File: src/rtl/counter_dozens_units.sv
// Two-digit BCD up/down timer (dozens:units) stepping once every TICK_DIV cycles, with start/pause/clear.
// All outputs registered; the loaded count and running are visible one edge after start; there is no backpressure.
module counter_dozens_units #(
  parameter int unsigned TICK_DIV     = 50_000_000,
  parameter int unsigned LIMIT_DOZENS = 2,
  parameter int unsigned LIMIT_UNITS  = 9
) (
  input  logic       clk,
  input  logic       reset,
  input  logic       start,
  input  logic       pause,
  input  logic       clear,
  input  logic       up_down,
  output logic [1:0] dozens,
  output logic [3:0] units,
  output logic       running,
  output logic       done
);

  localparam int unsigned   PW         = (TICK_DIV > 1) ? $clog2(TICK_DIV) : 1;
  localparam logic [PW-1:0] PRESC_LAST = PW'(TICK_DIV - 1);
  localparam logic [1:0]    LIM_DZ     = 2'(LIMIT_DOZENS);
  localparam logic [3:0]    LIM_UN     = 4'(LIMIT_UNITS);

  typedef enum logic [1:0] {
    ST_IDLE  = 2'd0,
    ST_RUN   = 2'd1,
    ST_PAUSE = 2'd2,
    ST_DONE  = 2'd3
  } state_t;

  state_t        state_q, state_d;
  logic [PW-1:0] presc_q, presc_d;
  logic [1:0]    dozens_q, dozens_d;
  logic [3:0]    units_q, units_d;
  logic          dir_q, dir_d;
  logic          running_q, running_d;
  logic          done_q, done_d;

  logic [1:0]    step_dz;
  logic [3:0]    step_un;
  logic          at_term;

  // Candidate next count for one step in the latched direction, and whether it is terminal.
  always_comb begin
    step_dz = dozens_q;
    step_un = units_q;
    if (!dir_q) begin
      if (units_q == 4'd9) begin
        step_un = 4'd0;
        step_dz = dozens_q + 2'd1;
      end else begin
        step_un = units_q + 4'd1;
      end
    end else begin
      if (units_q == 4'd0) begin
        step_un = 4'd9;
        step_dz = dozens_q - 2'd1;
      end else begin
        step_un = units_q - 4'd1;
      end
    end
    at_term = dir_q ? ((step_dz == 2'd0) && (step_un == 4'd0))
                    : ((step_dz == LIM_DZ) && (step_un == LIM_UN));
  end

  always_comb begin
    state_d  = state_q;
    presc_d  = presc_q;
    dozens_d = dozens_q;
    units_d  = units_q;
    dir_d    = dir_q;
    done_d   = 1'b0;

    if (clear) begin
      state_d  = ST_IDLE;
      presc_d  = '0;
      dozens_d = 2'd0;
      units_d  = 4'd0;
    end else begin
      unique case (state_q)
        ST_IDLE, ST_DONE: begin
          if (start) begin
            state_d  = ST_RUN;
            presc_d  = '0;
            dir_d    = up_down;
            dozens_d = up_down ? LIM_DZ : 2'd0;
            units_d  = up_down ? LIM_UN : 4'd0;
          end
        end
        ST_RUN: begin
          // Pausing suppresses any step due on this edge; it happens after resume instead.
          if (pause) begin
            state_d = ST_PAUSE;
          end else if (presc_q == PRESC_LAST) begin
            presc_d  = '0;
            dozens_d = step_dz;
            units_d  = step_un;
            if (at_term) begin
              state_d = ST_DONE;
              done_d  = 1'b1;
            end
          end else begin
            presc_d = presc_q + PW'(1);
          end
        end
        ST_PAUSE: begin
          if (pause || start) begin
            state_d = ST_RUN;
          end
        end
        default: state_d = ST_IDLE;
      endcase
    end

    running_d = (state_d == ST_RUN);
  end

  always_ff @(posedge clk) begin
    if (reset) begin
      state_q   <= ST_IDLE;
      presc_q   <= '0;
      dozens_q  <= 2'd0;
      units_q   <= 4'd0;
      dir_q     <= 1'b0;
      running_q <= 1'b0;
      done_q    <= 1'b0;
    end else begin
      state_q   <= state_d;
      presc_q   <= presc_d;
      dozens_q  <= dozens_d;
      units_q   <= units_d;
      dir_q     <= dir_d;
      running_q <= running_d;
      done_q    <= done_d;
    end
  end

  assign dozens  = dozens_q;
  assign units   = units_q;
  assign running = running_q;
  assign done    = done_q;

endmodule

File: config.mk
export PLATFORM = sky130hd
export DESIGN_NAME = counter_dozens_units
export DESIGN_NICKNAME = d
export VERILOG_FILES = /design/src/rtl/counter_dozens_units.sv
export SDC_FILE = /design/constraint.sdc
export NUM_CORES = 1
export LEC_CHECK = 0
export CORE_MARGIN = 3
export CORE_UTILIZATION = 45
export CTS_CLUSTER_DIAMETER = 120
export DETAILED_ROUTE_END_ITERATION = 10
export PLACE_DENSITY = 0.61
export RECOVER_POWER = 100
export SYNTH_ARGS = -nofsm -noshare
export SYNTH_HDL_FRONTEND = slang
export SYNTH_SLANG_ARGS = --single-unit
export TNS_END_PERCENT = 1
File: constraint.sdc
create_clock -name clk -period 2.7 [get_ports clk]
set_clock_uncertainty 0.2 [all_clocks]
set_input_delay 0.405 -clock clk [delete_from_list [all_inputs] [get_ports clk]]
set_output_delay 0.405 -clock clk [all_outputs]
set_load 0.01 [all_outputs]
# Yosys cells after proc, flatten, opt, wreduce, memory -nomap -nowiden
# Index checks and enable logic that the tools add are counted.
[totals] register_bits=37 latchBits=0 ram_bits=0 rom_bits=0 inputBits=6 out_inout_bits=8 n_memories=0
[op_classes] add_sub_neg=5 multipliers=0 n_div=0 magnitude_cmp=0 n_eq_ne=11 shifts=0 n_mux=29 bitwise=3 reduce_logical=14
[ops] op="26-bit two-way mux" n=3
[ops] op="26-bit one-hot mux with 2 select lines" n=1
[ops] op="4-bit two-way mux" n=7
[ops] op="26-bit by 1-bit adder with 26-bit output, second input constant" n=1
[ops] op="26-bit equality test, second input constant" n=1
[ops] op="2-bit two-way mux" n=13
[ops] op="4-bit equality test, second input constant" n=2
[ops] op="4-bit zero test" n=2
[ops] op="4-bit one-hot mux with 2 select lines" n=1
[ops] op="2-bit equality test, second input constant" n=3
[ops] op="2-bit inequality test, second input constant" n=3
[ops] op="2-bit one-hot mux with 3 select lines" n=1
[ops] op="3-bit AND reduction" n=2
[ops] op="5-bit OR reduction" n=1
[ops] op="4-bit by 1-bit adder with 4-bit output, second input constant" n=1
[ops] op="2-bit by 1-bit equality test with 1-bit output, second input constant" n=2
[ops] op="2-bit zero test" n=2
[ops] op="2-bit one-hot mux with 2 select lines" n=1
[ops] op="4-bit AND reduction" n=1
[ops] op="2-bit OR reduction" n=2
[ops] op="4-bit by 1-bit subtractor with 4-bit output, second input constant" n=1
[ops] op="1-bit inverter" n=3
[ops] op="2-bit by 1-bit adder with 2-bit output, second input constant" n=1
[ops] op="1-bit logical AND" n=2
[ops] op="4 further kinds" n=5

# Depth between registers and ports, before layout
[depth] ltp_word=12 depth_mapped=9 ltp_nobuf=7

# Least setup slack after synthesis
# No wires, ideal clock.
[synth_timing] kind="register to register" from="register state_q[0]" to="register dozens_q[1], in the netlist dozens[1]" t_arrival_ns=1.938 required_time_ns=2.397 slack_ns=0.459 stages_incl_launch_ff=9 path_buffers=1 synth_period_minus_slack_ns=2.241 cell_sequence="dfxtp_1 -> inv_1 -> ha_1 -> mux2_4 -> and2_1 -> buf_2 -> a21oi_2 -> nor4_2 -> a2111oi_2"
[synth_between] elab_chain_len=4
[synth_rtl] element="from (decl)" line="32" text="state_t state_q, state_d;"
[synth_rtl] element="from (signal assigned)" line="129" text="state_q <= state_d;"
[synth_rtl] element="2-bit equality test or 2-bit zero test (tied branches)" line="81" text="unique case (state_q)"
[synth_rtl] element="2-bit OR reduction" line="81"
[synth_rtl] element="2-bit inequality test (no source line) or 2-bit nonzero test (tied branches)"
[synth_rtl] element="4-bit AND reduction (no source line)"
[synth_rtl] element="to (signal assigned)" line="131" text="dozens_q <= dozens_d;"
[synth_rtl] element="to (decl)" line="34" text="logic [1:0] dozens_q, dozens_d;"
# Several ways; a longest one is shown, not always the timed one.
# A chain may end at the register's enable or synchronous reset.

# Worst setup path in the final report
[layout_timing] from="register state_q[0]" to="register presc_q[3]"
[layout_between] elab_chain_len=4
[layout_rtl] element="2-bit equality test or 2-bit zero test (tied branches)" line="81"
[layout_rtl] element="2-bit OR reduction" line="81"
[layout_rtl] element="2-bit inequality test (no source line) or 2-bit nonzero test (tied branches)"
[layout_rtl] element="3-bit AND reduction (no source line)"
[layout_rtl] element="to (signal assigned)" line="130" text="presc_q <= presc_d;"
[layout_rtl] element="to (decl)" line="33" text="logic [PW-1:0] presc_q, presc_d;"
# Several ways; a longest one is shown, not always the timed one.

==> results.toml <==
[layout]
fin_nets = 290
n_fill_cell = 427
layout-drive-gt1-share = 0.106
synthToLayoutAreaGrowth_pct = 13.5
antenna_cells = 0

[synthesis]
syn_area_sq_um = 2190
synthTopCellsByArea = "dfxtp_1, xnor2_1, nor2_1, nor4_1, nand2_1"
synthFlopType = "dfxtp_1"
synthCells = 269
synth_cell_types = 59
yosysWarnings = 0
synthesis.nets = 278
synth_edf_count = 0
ys_ff_latch = 37
synthArstFlopShare = 0
synth_most_common_cell = "dfxtp_1"
synth_seq_area_share = 0.338
synthTopCellsByCount = "dfxtp_1, nor2_1, xnor2_1"
yosysTopAreaCellShare = 0.338
avgSynthCellArea_sq_um = 8.16
yosysTopAreaCell = "dfxtp_1"

[clocking]
numCtsBuffers = 5
cts_hold_buf = 0
cts.reportedPaths.clkPinSlew_ns = 0.07
cts_tree = "built"
h-tree-depth = 2
cts_root_buf = "clkbuf_8"
clockBufferDepth = 2
post_cts_buffers = 0
cts.sinks = 37
clk_latency_ns = 0.29
cts_resized = 0

[floorplan]
die_area_sq_um = 5750
ios = 14
die_h_microns = 75.8
start_util = 0.484
coreArea_sq_um = 4530
num_rows = 24
die_w_microns = 75.8

[worst_setup_path]
crit_type = "reg -> reg"
cp.arrival_ns = 2.36
start_kind = "flip-flop"
cp_max_fo = 10
r2r_cells = 7
end_kind = "flip-flop"
required_ns = 2.66

[route]
first_pass_iters = 4
drt_iter0_drc = 80
drc_errors = 0
via_count = 1892
viasPerCell = 5.45
antenna_left = 0
routed_wl_microns = 4660
drt-wirelength-per-cell_microns = 13.4

[power]
swShare = 0.233
power-per-cell-area_nw_per_um2 = 465
power.internal_mw = 0.889
p_comb_frac = 0.082
seq_power_share = 0.479
p_leak_nw = 0.781
p_clk_frac = 0.439
p_total_mw = 1.16
power_switching_mw = 0.269
ir_drop_v = 0.000334

[timing]
fmax_ghz = 0.417
worst_pin_slew_ns = 0.504
rsz0062_at_grt = "no"
slew_headroom = 0.664
hold_viol = 0
finalCritPeriodShare = 0.887
setup_ws_ns = 0.305
tns_ns = 0
drv_slew = 0
setup_violations = 0
min_period_ns = 2.40

[place]
dpl.hpwl_microns = 3300
portBuffers = 13
pre_cts_slack_ns = 0.285
gp_congestion = 0.834

[grt]
grt_start_max_net_pins = 20
antenna_found_initial = 0
grt_pass1_wl_microns = 7850
grt.total_usage = 0.180
grt.overflow.total = 0
grt_pass1_vias = 1699

[min_path]
hold_depth = 2
hold_path_class = "reg -> reg"

[run]
cap_viol_max_count = 0

[run_status]
status = "finished clean"
## worst paths after layout
check	startpoint	endpoint	slack (ns)
setup / recovery	state_q[0]$_SDFF_PP0_	presc_q[3]$_SDFFE_PP0P_	0.30
hold / removal	presc_q[1]$_SDFFE_PP0P_	presc_q[1]$_SDFFE_PP0P_	0.31
setup reg to reg	state_q[0]$_SDFF_PP0_	presc_q[3]$_SDFFE_PP0P_	0.30
hold reg to reg	presc_q[1]$_SDFFE_PP0P_	presc_q[1]$_SDFFE_PP0P_	0.31
## cells by family after synthesis
| family | share of synthesized area |
|---|---|
| AO/OA/AOI/OAI | 0.151 |
| XOR/XNOR | 0.104 |
| adder cells (fa/ha/maj) | 0.0171 |
| buffers and inverters | 0.0507 |
| flip-flops | 0.338 |
| multiplexers | 0.0160 |
| AND/OR/NAND/NOR | 0.324 |
## power by group through the flow
| stage | Clock, mW | Sequential (mW) | Combinational, mW |
|---|---|---|---|
| global route | 0.543 | 0.556 | 0.107 |
| CTS | 0.519 | 0.555 | 0.0993 |
| floorplan | 0 | 0.567 | 0.0693 |
| global placement | 0 | 0.568 | 0.0985 |
| finish | 0.508 | 0.555 | 0.0950 |
| detailed placement | 0 | 0.568 | 0.0992 |
## layout make-up
type	instances	area, sq um	area share
clock buffers	6	82.6	0.0331
repair buffers	21	183	0.0733
multi-input cells	206	1330	0.533
flip-flops and latches	37	741	0.297
clock inverters	2	37.5	0.0151
inverters	10	37.5	0.0151
well taps	65	81.3	0.0326
## layer usage
layer  vias up  GRT usage  share of wire
li1        986          -              -
met1       869      0.232           0.49
met5         -          0              0
met4         0     0.0738          0.016
met2        31      0.286           0.46
met3         6     0.0449          0.033
## critical path, stage by stage (launching register included)
cell and delay, ns:
dfxtp_1 0.37, inv_1 0.07, ha_1 0.39, mux2_4 0.25, nand2_1 0.18, o21ai_0 0.34, clkbuf_1 0.37, nor2_1 0.10
## registers in the layout (all words and copies together) (netlist names)
signal	flops
running	1
presc_q	26
dir_q	1
state_q	2
dozens	2
units	4
done	1
## layout by cell type, fill, tap and decap left out, types with 2 or more instances in the layout
| cell | count |
|---|---|
| nor2b_1 | 2 |
| nand4_1 | 5 |
| nor2_1 | 35 |
| nor4_1 | 12 |
| dfxtp_1 | 37 |
| ha_1 | 3 |
| dlygate4sd3_1 | 8 |
| nor3_1 | 10 |
| nand2b_1 | 5 |
| o22ai_1 | 3 |
| o21a_1 | 2 |
| clkbuf_1 | 2 |
| clkdlybuf4s50_1 | 5 |
| and4_1 | 3 |
| nand2_1 | 20 |
| nor4bb_1 | 2 |
| nor4_2 | 2 |
| clkbuf_8 | 6 |
| inv_1 | 10 |
| and3_1 | 3 |
| buf_4 | 6 |
| o21ai_0 | 14 |
| xnor2_1 | 21 |
| nand3_2 | 2 |
| or2_2 | 2 |
| a21oi_1 | 9 |
| nand4_2 | 2 |
| nor3b_1 | 2 |
| nand3_1 | 9 |
| o31a_1 | 2 |
| nand3b_1 | 2 |
| a211o_1 | 2 |
| xor2_1 | 5 |
| and2_1 | 2 |
| mux2i_1 | 2 |
## through the flow
step	hold WS (ns)	util	std cells	cell area (sq um)
floorplan	0.266	-	269	2190
global placement	0.295	0.528	339	2390
detailed placement	0.298	0.528	339	2390
CTS	0.308	0.554	347	2510
global route	0.325	0.549	347	2490
finish	0.309	0.549	347	2490
Note: power is estimated with default switching activity, not from simulation.
